`config.mk`:
```
export PLATFORM = sky130hd
export DESIGN_NAME = image_loader
export DESIGN_NICKNAME = d
export VERILOG_FILES = /design/src/rtl/image_loader.sv
export SDC_FILE = /design/constraint.sdc
export NUM_CORES = 1
export LEC_CHECK = 0
export ABC_AREA = 0
export BUFFER_PORTS_ARGS = -buffer_cell sky130_fd_sc_hd__buf_2
export CORE_ASPECT_RATIO = 0.5
export CORE_MARGIN = 2
export CORE_UTILIZATION = 45
export DETAILED_ROUTE_END_ITERATION = 10
export PLACE_DENSITY = 0.68
export SYNTH_ARGS = -nofsm -noshare
export SYNTH_HDL_FRONTEND = slang
export SYNTH_SLANG_ARGS = --single-unit
```
`constraint.sdc`:
```
create_clock -name clk -period 3.3 [get_ports clk]
set_input_delay 0.165 -clock clk [delete_from_list [all_inputs] [get_ports clk]]
set_output_delay 0.165 -clock clk [all_outputs]
set_load 0.05 [all_outputs]
```
`src/rtl/image_loader.sv`:
```
// image_loader: writer-side source for the background / spritesheet image
// write port. Takes 32-bit words over valid/ready, holds one word, and emits
// its slices as sequential 16-bit (background, RGB565) or 8-bit (spritesheet,
// alpha) writes at one write per clock, then pulses done.
//
// Optional build macro: IMAGE_LOADER_CHECKSUM_EN
//   defined   -> checksum is a 16-bit wrapping sum of every issued write's data
//   undefined -> checksum is tied to zero
module image_loader #(
    parameter logic [16:0] BACKGROUND_LEN  = 17'd129600,
    parameter logic [16:0] SPRITESHEET_LEN = 17'd32768
) (
    input  logic        clk,
    input  logic        reset,
    input  logic        load_start,
    input  logic        load_target,
    input  logic        in_valid,
    input  logic [31:0] in_data,
    output logic        in_ready,
    output logic        background_write_en,
    output logic        spritesheet_write_en,
    output logic [16:0] image_write_addr,
    output logic [15:0] image_write_data,
    output logic        busy,
    output logic        done,
    output logic        overflow,
    output logic [15:0] checksum
);

    typedef enum logic [1:0] {
        S_IDLE = 2'd0,
        S_LOAD = 2'd1,
        S_DONE = 2'd2
    } state_t;

    state_t      state_q,    state_d;
    logic        target_q,   target_d;    // 0 = background, 1 = spritesheet
    logic [31:0] hold_q,     hold_d;
    logic        hold_vld_q, hold_vld_d;
    logic [1:0]  slice_q,    slice_d;
    logic [16:0] cnt_q,      cnt_d;       // writes issued in this load
    logic        loaded_q,   loaded_d;    // a load has happened since reset
    logic        ovf_q,      ovf_d;
    logic        bg_we_q,    bg_we_d;
    logic        ss_we_q,    ss_we_d;
    logic [16:0] waddr_q,    waddr_d;
    logic [15:0] wdata_q,    wdata_d;

    logic [16:0] len;
    logic        rem_nz;
    logic        is_final;
    logic        last_slice;
    logic        issue;
    logic        ready;
    logic        accept;
    logic [15:0] slice_data;

    assign len        = target_q ? SPRITESHEET_LEN : BACKGROUND_LEN;
    assign rem_nz     = (cnt_q != len);
    assign is_final   = (cnt_q == len - 17'd1);
    assign last_slice = (slice_q == (target_q ? 2'd3 : 2'd1));
    assign issue      = (state_q == S_LOAD) && hold_vld_q;
    // A new word may enter while the last slice of the held one drains, but
    // never alongside the final write: its slices would be thrown away.
    assign ready      = (state_q == S_LOAD) && rem_nz &&
                        (!hold_vld_q || (last_slice && !is_final));
    assign accept     = ready && in_valid;

    // Select the current slice of the held word, most significant first.
    always_comb begin
        slice_data = 16'h0000;
        if (target_q) begin
            case (slice_q)
                2'd0:    slice_data = {8'h00, hold_q[31:24]};
                2'd1:    slice_data = {8'h00, hold_q[23:16]};
                2'd2:    slice_data = {8'h00, hold_q[15:8]};
                default: slice_data = {8'h00, hold_q[7:0]};
            endcase
        end else begin
            slice_data = slice_q[0] ? hold_q[15:0] : hold_q[31:16];
        end
    end

    // Next-state logic: FSM, hold register, write port and overflow flag.
    always_comb begin
        state_d    = state_q;
        target_d   = target_q;
        hold_d     = hold_q;
        hold_vld_d = hold_vld_q;
        slice_d    = slice_q;
        cnt_d      = cnt_q;
        loaded_d   = loaded_q;
        ovf_d      = ovf_q;
        bg_we_d    = 1'b0;
        ss_we_d    = 1'b0;
        waddr_d    = waddr_q;
        wdata_d    = wdata_q;

        case (state_q)
            S_IDLE: begin
                if (load_start) begin
                    state_d    = S_LOAD;
                    target_d   = load_target;
                    cnt_d      = 17'd0;
                    slice_d    = 2'd0;
                    hold_vld_d = 1'b0;
                    ovf_d      = 1'b0;
                    loaded_d   = 1'b1;
                end else if (in_valid && loaded_q) begin
                    ovf_d = 1'b1;
                end
            end
            S_LOAD: begin
                if (issue) begin
                    bg_we_d = ~target_q;
                    ss_we_d = target_q;
                    waddr_d = cnt_q;
                    wdata_d = slice_data;
                    cnt_d   = cnt_q + 17'd1;
                    // The final write discards whatever slices remain.
                    if (last_slice || is_final) begin
                        hold_vld_d = 1'b0;
                        slice_d    = 2'd0;
                    end else begin
                        slice_d = slice_q + 2'd1;
                    end
                end
                if (accept) begin
                    hold_d     = in_data;
                    hold_vld_d = 1'b1;
                    slice_d    = 2'd0;
                end
                if (!rem_nz) begin
                    state_d = S_DONE;
                    if (in_valid) ovf_d = 1'b1;
                end
            end
            S_DONE: begin
                state_d = S_IDLE;
                if (in_valid) ovf_d = 1'b1;
            end
            default: state_d = S_IDLE;
        endcase
    end

    // State and datapath registers.
    always_ff @(posedge clk or posedge reset) begin
        if (reset) begin
            state_q    <= S_IDLE;
            target_q   <= 1'b0;
            hold_q     <= 32'h0;
            hold_vld_q <= 1'b0;
            slice_q    <= 2'd0;
            cnt_q      <= 17'd0;
            loaded_q   <= 1'b0;
            ovf_q      <= 1'b0;
            bg_we_q    <= 1'b0;
            ss_we_q    <= 1'b0;
            waddr_q    <= 17'd0;
            wdata_q    <= 16'h0;
        end else begin
            state_q    <= state_d;
            target_q   <= target_d;
            hold_q     <= hold_d;
            hold_vld_q <= hold_vld_d;
            slice_q    <= slice_d;
            cnt_q      <= cnt_d;
            loaded_q   <= loaded_d;
            ovf_q      <= ovf_d;
            bg_we_q    <= bg_we_d;
            ss_we_q    <= ss_we_d;
            waddr_q    <= waddr_d;
            wdata_q    <= wdata_d;
        end
    end

`ifdef IMAGE_LOADER_CHECKSUM_EN
    logic [15:0] cks_q, cks_d;

    // Running sum tracks the write register so it is final when done pulses.
    always_comb begin
        cks_d = cks_q;
        if (state_q == S_IDLE && load_start) cks_d = 16'h0000;
        else if (issue)                      cks_d = cks_q + slice_data;
    end

    // Checksum register.
    always_ff @(posedge clk or posedge reset) begin
        if (reset) cks_q <= 16'h0000;
        else       cks_q <= cks_d;
    end

    assign checksum = cks_q;
`else
    assign checksum = 16'h0000;
`endif

    assign in_ready             = ready;
    assign background_write_en  = bg_we_q;
    assign spritesheet_write_en = ss_we_q;
    assign image_write_addr     = waddr_q;
    assign image_write_data     = wdata_q;
    assign busy                 = (state_q == S_LOAD);
    assign done                 = (state_q == S_DONE);
    assign overflow             = ovf_q;

endmodule

```
==> results_dict.tcl <==
set metrics [dict create \
    antenna_found_initial 0 \
    setup_violations 0 \
    drt_iter0_drc 236 \
    cts_max_level 3 \
    cts_tree "built" \
    syn_area_um2 4410 \
    slowest_delay_ns 0.53 \
    firstDrtPassIters 6 \
    clk_pin_slew_ns 0.06 \
    grt_max_degree 39 \
    dp_hpwl_um 6350 \
    grt_busiest_layer "met2" \
    ys_async_sr_fraction_pct 100 \
    cp.arrival_ns 2.34 \
    fin_crit_sh_pct 76.0 \
    synthTopCellsByArea "dfrtp_1 (52%), mux2_2 (13%), mux2i_1 (3.6%), nand2_1 (2.9%), buf_4 (2.7%)" \
    cp_data_required_time_ns 3.13 \
    synth.distinct_cells 46 \
    outcome "completed" \
    portBuffers 75 \
    drive_above_1_share_pct 31.6 \
    endpoint_kind "output port" \
    path_delay_family "compound AO/OA/AOI/OAI gates" \
    clkSinkCount 92 \
    numCtsBuffers 9 \
    synth_top_area_share_pct 52.2 \
    grt_pass1_wl_um 14700 \
    wire_per_inst_um 15.1 \
    grt_use_total_pct 18.4 \
    hold_violations 0 \
    rsz0062_at_grt "no" \
    synth_ff_type "dfrtp_1" \
    hold_class "input port to flop" \
    avgViaCountPerCell 5.11 \
    gp_congestion 0.763 \
    die_y_um 74.0 \
    routed_wirelength_um 9030 \
    grt_overflow 0 \
    fin_crit_ns 2.51 \
    core_area_um2 9480 \
    yosysWarnings 0 \
    grt_pass1_vias 2942 \
    grtUsageMet1_pct 25.1 \
    p_leak_uw 0.00248 \
    timing.fmax_mhz 399 \
    clk_path_buf_depth 2 \
    rows 25 \
    antenna_left 0 \
    area_growth_pct 16.4 \
    fin_skew_ns 0.00809 \
    worstSkewPairLatency_ns 0.34 \
    synth_common_cells "dfrtp_1 (92), mux2_2 (49), nand2_1 (34)" \
    dieWidth_um 144 \
    worstSetupStartpointType "flop" \
    p_per_area_nw_per_um2 911 \
    die-area_um2 10700 \
    drc 0 \
    global_route.usage.met2_pct 28.5 \
    finalMaxSlewViolations 0 \
    slew_headroom_pct 33.9 \
    cts_setup_buffers 0 \
    synthCells 386 \
    cts_root_buf "clkbuf_16" \
    path_buf_inv 1 \
    ys_seq_area_share_pct 52.2 \
    ir_drop_v 0.000430 \
    drv_cap 0 \
    power_uw 4680 \
    criticalPathCategory "flop to output port" \
    vias 3050 \
    crit_fanout 11 \
    fill_cells 825 \
    place_area_um2 4830 \
    avgSynthCellArea_um2 11.4 \
    met3_usage_pct 5.34 \
    synth_edf_count 0 \
    finalSetupTns_ns 0 \
    path_cells "and3b_1 > o2111ai_1 > a21oi_1 > nor2b_1 > a21boi_0 > buf_2" \
    ioPinCount 92 \
    worst_slack_ns 0.792 \
    post_cts_resized 0 \
    place_ws_ns 0.989 \
    yosysTopAreaCell "dfrtp_1" \
    slowest_stage "dfrtp_1" \
    fin_nets 503 \
    synth-seq-cells 92 \
    synth.most_common_cell "dfrtp_1" \
    insertedDiodeCount 0 \
    start_util_pct 46.5 \
    final_cell_area_um2 5130 \
    max_slew.worst_pin.slew_ns 0.987 \
]
==> cells by family after synthesis <==
kind of cell	count (synthesis)	share of synthesized area, %
AO/OA/AOI/OAI	55	9.02
XOR/XNOR	14	2.78
adder cells (fa/ha/maj)	9	2.55
buffers and inverters	48	6.04
flip-flops	92	52.2
multiplexers	66	16.4
other	1	0.0850
AND/OR/NAND/NOR	101	10.9
==> worst reg2reg max path: cells and delay by family, from the launching register on <==
kind | cells | cell delay, ns
mux | 1 | 0.27
compound gates | 3 | 0.67
simple gates | 1 | 0.21
buf+inv | 1 | 0.43
fa+ha+maj | 1 | 0.24
flops | 1 | 0.39
==> routing by layer <==
layer,vias to the layer above,share of wire [%]
li1,1484,-
met1,1473,48
met2,81,45
met3,12,5.9
met4,0,1.2
met5,-,0
==> flip-flops by register name, indices dropped and copies added (netlist names) <==
name,count
target_q,1
hold_vld_q,1
background_write_en,1
loaded_q,1
hold_q,32
state_q,2
image_write_data,16
overflow,1
spritesheet_write_en,1
slice_q,2
image_write_addr,17
cnt_q,17
==> layout make-up <==
cell class | instances | area [µm²] | share of cell area, %
clock buffer | 12 | 246 | 4.80
inverter | 12 | 46.3 | 0.902
clock inverter | 4 | 48.8 | 0.951
tap | 135 | 169 | 3.29
sequential | 92 | 2300 | 44.8
multi-input combinational | 261 | 1900 | 37.0
timing repair buffer | 81 | 423 | 8.24
==> metrics by stage <==
stage          std cells  hold WS (ns)  util, %
6_report             597        0.0411     54.2
5_1_grt              597        0.0374     54.2
4_1_cts              597        0.0343     54.2
3_5_place_dp         580         0.269     50.9
3_3_place_gp         580         0.264     50.9
2_1_floorplan        401         0.300        -
==> placed cells by master, fill, tap and decap left out, types with 3 or more instances in the layout <==
cell type / instances
nor2b_1: 4
ha_1: 9
a21oi_1: 13
dfrtp_1: 92
o221ai_1: 8
nand2_1: 34
nor2_1: 26
a222oi_1: 8
nand2b_1: 3
mux2i_1: 16
buf_4: 5
inv_1: 11
and3_1: 5
nand4_1: 6
nand3_1: 8
mux2_2: 49
o21ai_0: 14
clkinv_2: 3
conb_1: 16
buf_2: 75
xor2_1: 11
xnor2_1: 3
clkbuf_16: 9
==> power breakdown <==
part	internal [µW]	leakage, µW	switching (µW)	total, µW
sequential	1490	0.00119	288	1780
combinational	707	0.00115	1170	1880
clock	607	0.000147	413	1020
==> worst paths after layout <==
path / startpoint / slack, ns / cells past startpoint / end
max reg2reg: cnt_q[0]$_DFFE_PP0P_ / 0.97 / 7 / slice_q[0]$_DFFE_PP0P_
max: target_q$_DFFE_PP0P_ / 0.79 / 6 / in_ready
min reg2reg: image_write_data[10]$_DFFE_PP0P_ / 0.48 / 2 / image_write_data[10]$_DFFE_PP0P_
max in group asynchronous: reset / 2.01 / 4 / image_write_data[6]$_DFFE_PP0P_
min: in_data[23] / 0.04 / 2 / hold_q[23]$_DFFE_PP0P_
min in group asynchronous: reset / 0.43 / 3 / cnt_q[13]$_DFFE_PP0P_
==> timing repair <==
| item | 4_1_cts | 5_1_grt |
|---|---|---|
| hold endpoints to repair | 36 | 0 |
| hold buffers | 1 | 0 |
| setup endpoints to repair | 0 | 0 |
Power figures use the tool's default switching activity.
